## src/rtl/lsu_bus_if.sv

```systemverilog
// Data-bus interface between the load/store unit (master) and memory (slave).
// Single outstanding transfer: req/we/addr/sel/wdata are held stable until ack or err.
interface lsu_bus_if;
  logic        req;
  logic        we;
  logic [31:0] addr;
  logic [3:0]  sel;
  logic [31:0] wdata;
  logic [31:0] rdata;
  logic        ack;
  logic        err;

  modport master (output req, we, addr, sel, wdata, input rdata, ack, err);
  modport slave  (input req, we, addr, sel, wdata, output rdata, ack, err);
endinterface

```

## src/rtl/lsu.sv

```systemverilog
// Load/store unit (memory stage): one outstanding bus access per memory op, stalling until DONE.
// Define LSU_MISALIGN_TRAP_EN to trap misaligned halfword/word accesses without touching the bus.
module lsu #(
  parameter int BUS_TIMEOUT = 255
) (
  input  logic        clk,
  input  logic        rst,
  input  logic [7:0]  aluop_i,
  input  logic [31:0] mem_addr_i,
  input  logic [31:0] reg2_i,
  input  logic [4:0]  wd_i,
  input  logic        wreg_i,
  input  logic [31:0] wdata_i,
  output logic [4:0]  wd_o,
  output logic        wreg_o,
  output logic [31:0] wdata_o,
  output logic        stall_req_o,
  output logic        mem_err_o,
  lsu_bus_if.master   bus
);

  localparam logic [7:0] EXE_LB  = 8'b1110_0000;
  localparam logic [7:0] EXE_LH  = 8'b1110_0001;
  localparam logic [7:0] EXE_LW  = 8'b1110_0011;
  localparam logic [7:0] EXE_LBU = 8'b1110_0100;
  localparam logic [7:0] EXE_LHU = 8'b1110_0101;
  localparam logic [7:0] EXE_SB  = 8'b1110_1000;
  localparam logic [7:0] EXE_SH  = 8'b1110_1001;
  localparam logic [7:0] EXE_SW  = 8'b1110_1011;

  typedef enum logic [1:0] {IDLE, BUSY, DONE} state_t;

  state_t      state_q, state_d;
  logic [7:0]  cnt_q, cnt_d;
  logic        err_q, err_d;
  logic [31:0] rdata_q;

  logic        is_load, is_store, is_mem, is_half, is_word;
  logic        misaligned, start;
  logic [3:0]  sel_c;
  logic [31:0] wdata_c;
  logic [31:0] load_val;
  logic [7:0]  byte_v;
  logic [15:0] half_v;

  always_comb begin
    is_load  = 1'b0;
    is_store = 1'b0;
    is_half  = 1'b0;
    is_word  = 1'b0;
    sel_c    = 4'b0000;
    wdata_c  = reg2_i;
    case (aluop_i)
      EXE_LB, EXE_LBU, EXE_SB: begin
        is_load  = (aluop_i != EXE_SB);
        is_store = (aluop_i == EXE_SB);
        sel_c    = 4'b0001 << mem_addr_i[1:0];
        wdata_c  = {4{reg2_i[7:0]}};
      end
      EXE_LH, EXE_LHU, EXE_SH: begin
        is_load  = (aluop_i != EXE_SH);
        is_store = (aluop_i == EXE_SH);
        is_half  = 1'b1;
        sel_c    = mem_addr_i[1] ? 4'b1100 : 4'b0011;
        wdata_c  = {2{reg2_i[15:0]}};
      end
      EXE_LW, EXE_SW: begin
        is_load  = (aluop_i == EXE_LW);
        is_store = (aluop_i == EXE_SW);
        is_word  = 1'b1;
        sel_c    = 4'b1111;
      end
      default: ;
    endcase
    is_mem = is_load | is_store;
  end

`ifdef LSU_MISALIGN_TRAP_EN
  assign misaligned = (is_half && mem_addr_i[0]) || (is_word && (mem_addr_i[1:0] != 2'b00));
`else
  assign misaligned = 1'b0;
`endif

  always_comb begin
    state_d = state_q;
    cnt_d   = cnt_q;
    err_d   = err_q;
    start   = 1'b0;
    case (state_q)
      IDLE: begin
        if (is_mem) begin
          if (misaligned) begin
            state_d = DONE;
            err_d   = 1'b1;
          end else begin
            state_d = BUSY;
            cnt_d   = 8'd0;
            err_d   = 1'b0;
            start   = 1'b1;
          end
        end
      end
      BUSY: begin
        // Error takes priority over a coincident ack; timeout only when the slave is silent.
        if (bus.err) begin
          state_d = DONE;
          err_d   = 1'b1;
        end else if (bus.ack) begin
          state_d = DONE;
          err_d   = 1'b0;
        end else if ((cnt_q + 8'd1) == 8'(BUS_TIMEOUT)) begin
          state_d = DONE;
          err_d   = 1'b1;
        end else begin
          cnt_d = cnt_q + 8'd1;
        end
      end
      DONE: state_d = IDLE;
      default: state_d = IDLE;
    endcase
  end

  always_ff @(posedge clk) begin
    if (rst) begin
      state_q   <= IDLE;
      cnt_q     <= 8'd0;
      err_q     <= 1'b0;
      rdata_q   <= 32'd0;
      bus.req   <= 1'b0;
      bus.we    <= 1'b0;
      bus.addr  <= 32'd0;
      bus.sel   <= 4'd0;
      bus.wdata <= 32'd0;
    end else begin
      state_q <= state_d;
      cnt_q   <= cnt_d;
      err_q   <= err_d;
      if (start) begin
        bus.req   <= 1'b1;
        bus.we    <= is_store;
        bus.addr  <= {mem_addr_i[31:2], 2'b00};
        bus.sel   <= sel_c;
        bus.wdata <= wdata_c;
      end else if (state_d != BUSY) begin
        bus.req <= 1'b0;
      end
      if (state_q == BUSY && bus.ack && !bus.err)
        rdata_q <= bus.rdata;
    end
  end

  always_comb begin
    byte_v = rdata_q[7:0];
    case (mem_addr_i[1:0])
      2'd1:    byte_v = rdata_q[15:8];
      2'd2:    byte_v = rdata_q[23:16];
      2'd3:    byte_v = rdata_q[31:24];
      default: byte_v = rdata_q[7:0];
    endcase
    half_v   = mem_addr_i[1] ? rdata_q[31:16] : rdata_q[15:0];
    load_val = rdata_q;
    case (aluop_i)
      EXE_LB:  load_val = {{24{byte_v[7]}}, byte_v};
      EXE_LBU: load_val = {24'd0, byte_v};
      EXE_LH:  load_val = {{16{half_v[15]}}, half_v};
      EXE_LHU: load_val = {16'd0, half_v};
      default: load_val = rdata_q;
    endcase
  end

  // Memory ops only write back from DONE, and only for a load that completed cleanly.
  always_comb begin
    wd_o        = wd_i;
    wreg_o      = wreg_i;
    wdata_o     = wdata_i;
    stall_req_o = ((state_q == IDLE) && is_mem) || (state_q == BUSY);
    mem_err_o   = (state_q == DONE) && err_q;
    if (is_mem) begin
      wreg_o = 1'b0;
      if (state_q == DONE && is_load && !err_q) begin
        wreg_o  = wreg_i;
        wdata_o = load_val;
      end
    end
    if (rst) begin
      wd_o        = 5'd0;
      wreg_o      = 1'b0;
      wdata_o     = 32'd0;
      stall_req_o = 1'b0;
      mem_err_o   = 1'b0;
    end
  end

endmodule
```

## src/flat_wrapper.sv

```systemverilog
// flat-port wrapper written by rule: the top's interface ports become plain ports
module lsu_flat 
#(
  parameter int BUS_TIMEOUT = 255
)
  (clk, rst, aluop_i, mem_addr_i, reg2_i, wd_i, wreg_i, wdata_i, wd_o, wreg_o, wdata_o, stall_req_o, mem_err_o, bus_req, bus_we, bus_addr, bus_sel, bus_wdata, bus_rdata, bus_ack, bus_err);
  lsu_bus_if bus_i ();
  input  logic clk;
  input  logic rst;
  input  logic [7:0] aluop_i;
  input  logic [31:0] mem_addr_i;
  input  logic [31:0] reg2_i;
  input  logic [4:0] wd_i;
  input  logic wreg_i;
  input  logic [31:0] wdata_i;
  output logic [4:0] wd_o;
  output logic wreg_o;
  output logic [31:0] wdata_o;
  output logic stall_req_o;
  output logic mem_err_o;
  output wire logic [$bits(bus_i.req)-1:0] bus_req;
  output wire logic [$bits(bus_i.we)-1:0] bus_we;
  output wire logic [$bits(bus_i.addr)-1:0] bus_addr;
  output wire logic [$bits(bus_i.sel)-1:0] bus_sel;
  output wire logic [$bits(bus_i.wdata)-1:0] bus_wdata;
  input wire logic [$bits(bus_i.rdata)-1:0] bus_rdata;
  input wire logic [$bits(bus_i.ack)-1:0] bus_ack;
  input wire logic [$bits(bus_i.err)-1:0] bus_err;
  assign bus_req = bus_i.req;
  assign bus_we = bus_i.we;
  assign bus_addr = bus_i.addr;
  assign bus_sel = bus_i.sel;
  assign bus_wdata = bus_i.wdata;
  assign bus_i.rdata = bus_rdata;
  assign bus_i.ack = bus_ack;
  assign bus_i.err = bus_err;
  lsu #(.BUS_TIMEOUT(BUS_TIMEOUT)) u_core (.clk(clk), .rst(rst), .aluop_i(aluop_i), .mem_addr_i(mem_addr_i), .reg2_i(reg2_i), .wd_i(wd_i), .wreg_i(wreg_i), .wdata_i(wdata_i), .wd_o(wd_o), .wreg_o(wreg_o), .wdata_o(wdata_o), .stall_req_o(stall_req_o), .mem_err_o(mem_err_o), .bus(bus_i));
endmodule
```

## config.mk

```make
export PLATFORM = sky130hd
export DESIGN_NAME = lsu_flat
export DESIGN_NICKNAME = d
export VERILOG_FILES = /design/src/rtl/lsu_bus_if.sv /design/src/rtl/lsu.sv /design/src/flat_wrapper.sv
export SDC_FILE = /design/constraint.sdc
export NUM_CORES = 1
export LEC_CHECK = 0
export BUFFER_PORTS_ARGS = -buffer_cell sky130_fd_sc_hd__buf_2
export CAP_MARGIN = 20
export CORE_UTILIZATION = 51
export CTS_CLUSTER_SIZE = 10
export DETAILED_ROUTE_END_ITERATION = 12
export PLACE_DENSITY = 0.86
export REMOVE_ABC_BUFFERS = 1
export SETUP_SLACK_MARGIN = 0.4
export SYNTH_ARGS = -nofsm -noshare
export SYNTH_HDL_FRONTEND = slang
export SYNTH_SLANG_ARGS = --single-unit
```

## constraint.sdc

```tcl
create_clock -name clk -period 3.8 [get_ports clk]
set_input_delay 0.38 -clock clk [delete_from_list [all_inputs] [get_ports clk]]
set_output_delay 0.38 -clock clk [all_outputs]
set_load 0.01 [all_outputs]
```

==> out/qor.yml <==
outcome:
  status: "complete, no violations"
min_path:
  min_path_cells: 3
  min_path_type: "in -> reg"
pwr:
  p_total_uw: 2210
  irDropWorstVdd_v: 0.000271
  p_leak_uw: 0.00306
  p_per_area_nw_per_um2: 311
clock_network:
  cts_tree: "done"
  ctsHoldBuffers: 0
  root_buffer: "clkbuf_8"
  cts_max_level: 3
  cts_setup_buffers: 0
  numCtsBuffers: 9
  clockBufferDepth: 2
  cts_resized: 0
  clock_sinks: 111
  path_clk_slew_ns: 0.12
  clk-insertion-delay-late_ns: 0.37
worst_setup_path:
  crit_family: "simple AND/OR/NAND/NOR gates"
  critPathMaxStageDelay_ns: 0.68
  timing.critical_path.buf_inv: 2
  critPathRequiredTime_ns: 3.42
  cp_slowest_cell: "nor2_2"
  worst-setup-path-type: "in -> out"
  worstPathCellList: "buf_2 -> mux4_2 -> nand2_1 -> a211oi_2 -> nor2_2 -> a21oi_1 -> buf_2"
  crit_path_end_kind: "output port"
  path_depth: 7
  crit_top_cell: "buf_2"
  r2r_cells: 6
  start_kind: "input pin"
  worstPathArrival_ns: 2.49
  crit_path_max_fanout: 16
detailed_routing:
  antenna_left: 0
  drt_first_pass_iters: 5
  drt-total-wl_um: 16400
  vias: 5961
  wire_per_inst_um: 15.0
  via_per_inst: 5.44
  drc: 0
  drt_iter0_markers: 406
sta:
  layout_min_cycle_time_ns: 2.87
  finalHoldViolations: 0
  setup_viol: 0
  max_freq_ghz: 0.348
  slew_headroom_pct: 43.5
  rsz0062_at_grt: "no"
  slew_viol_final: 0
  tightest_slew_ns: 0.848
  fin_tns_setup_ns: 0
  fin_skew_ns: 0.00994
  final.period_utilization_pct: 75.6
synth:
  ys_seq_area_share_pct: 39.4
  synthTopCellsByArea: "dfxtp_1 39%, nand2_1 14%, a21oi_1 10%, mux2i_1 4.4%, mux4_2 3.2%"
  synth.avg_cell_area_um2: 7.66
  synth_edf_count: 0
  yosys.area.top_type_share_pct: 39.4
  postSynthCellCount: 736
  yosysTopAreaCell: "dfxtp_1"
  synth.distinct_cells: 52
  synth_ff_type: "dfxtp_1"
  yosysWarningCount: 0
  synth_seq_cells: 111
  syn_area_um2: 5640
  synthArstFlopShare_pct: 0
cells_and_area:
  drive_above_1_share_pct: 31.5
  final_cell_mix: "252 x buf_2, 216 x nand2_1, 118 x a21oi_1, 111 x dfxtp_1, 25 x mux2i_1"
  nFillCells: 948
  final_common_cell: "buf_2"
  antennaDiodeCount: 0
  syn_to_final_growth_pct: 26.0
  multi_input_area_um2: 3120
  fin_nets: 1098
  seq_area_um2: 2220
global_route:
  grt_pass1_vias: 4899
  grt_pass1_wl_um: 25000
  antenna_found_initial: 0
  grt_max_degree: 88
  grt_use_total_pct: 27.4
  overflow: 0
floorplanning:
  dieArea_um2: 11500
  rows: 38
  dieHeight_um: 107
  design.core.area_um2: 10800
  io_pins: 256
  die_w_um: 107
  initial_core_util_pct: 52.2
placed_design:
  place.gp.congestion: 0.889
  dp_hpwl_um: 11600
  io_buffer_count: 253
flow_run:
  max-cap-violations: 0
## final timing paths
| kind | from | endpoint | slack (ns) |
|---|---|---|---|
| worst max-delay path | mem_addr_i[1] | wdata_o[27] | 0.93 |
| worst min-delay path | mem_addr_i[20] | u_core.bus.addr[20]$_SDFFE_PP0P_ | 0.23 |
| worst max register to register | u_core.cnt_q[0]$_SDFFE_PP0P_ | u_core.cnt_q[6]$_SDFFE_PP0P_ | 1.55 |
| worst min register to register | u_core.bus.addr[4]$_SDFFE_PP0P_ | u_core.bus.addr[4]$_SDFFE_PP0P_ | 0.46 |
## area by class of cell
class                      count  share of cell area [%]
inverter                       9                   0.476
clock inverter                 7                    1.41
clock buffer                   9                    1.74
multi-input combinational    558                    43.9
timing repair buffer         261                    18.7
tap                          140                    2.47
sequential                   111                    31.3
## tightest hold or removal path, cell delays in order
cell and delay (ns):
buf_2 0.09, nand2_1 0.04, a21oi_1 0.05
## layer usage
layer	track usage, %	wire, um	part of all wire (%)
met1	37.1	7150	44
met2	45.8	8150	50
met3	4.56	914	5.6
met4	5.87	206	1.3
met5	0	0	0
## synth_stat cells (all sizes together), types with 3 or more instances
cell type  number
nand2         216
a21oi         120
dfxtp         111
clkbuf         33
nor2           28
buf            26
mux2i          25
o211ai         24
a211oi         18
o21bai         18
nand3          12
o21ai          12
inv             9
o22ai           9
mux4            8
nor2b           8
nand4           6
nand2b          5
nor3            5
and2            4
a211o           3
and3            3
o221ai          3
or2             3
## registers in the layout, indices dropped and copies added (netlist names)
| signal | flops |
|---|---|
| u_core.bus.wdata | 32 |
| u_core.bus.sel | 4 |
| u_core.rdata_q | 32 |
| u_core.err_q | 1 |
| u_core.bus.we | 1 |
| u_core.cnt_q | 8 |
| u_core.bus.addr | 30 |
| u_core.bus.req | 1 |
| u_core.state_q | 2 |
## kinds of logic (layout without fill, tap and decap cells)
group                    Yosys count  in the layout  share of synthesized area, %
AO/OA/AOI/OAI                    217            217                          23.7
XOR/XNOR                           4              4                         0.622
adder cells (fa/ha/maj)            2              2                         0.444
buffers and inverters             68            286                          5.37
flip-flops                       111            111                          39.4
multiplexers                      35             35                          8.04
other                              1              2                        0.0665
AND/OR/NAND/NOR                  298            298                          22.4
## per-stage QoR
| step | utilization, % | instances | cell area (um^2) | setup WS, ns | hold slack (ns) |
|---|---|---|---|---|---|
| floorplan | - | 678 | 5370 | 0.793 | 0.440 |
| global placement | 63.7 | 1079 | 6880 | 1.02 | 0.438 |
| detailed placement | 63.7 | 1079 | 6880 | 0.973 | 0.444 |
| CTS | 65.8 | 1095 | 7100 | 0.977 | 0.210 |
| global route | 65.8 | 1095 | 7100 | 0.805 | 0.201 |
| finish | 65.8 | 1095 | 7100 | 0.928 | 0.226 |
## where the power goes
| group | switching [uW] | internal [uW] |
|---|---|---|
| Sequential | 6.02 | 1180 |
| Clock | 436 | 327 |
| Combinational | 143 | 119 |
(Power assumes the default switching activity.)
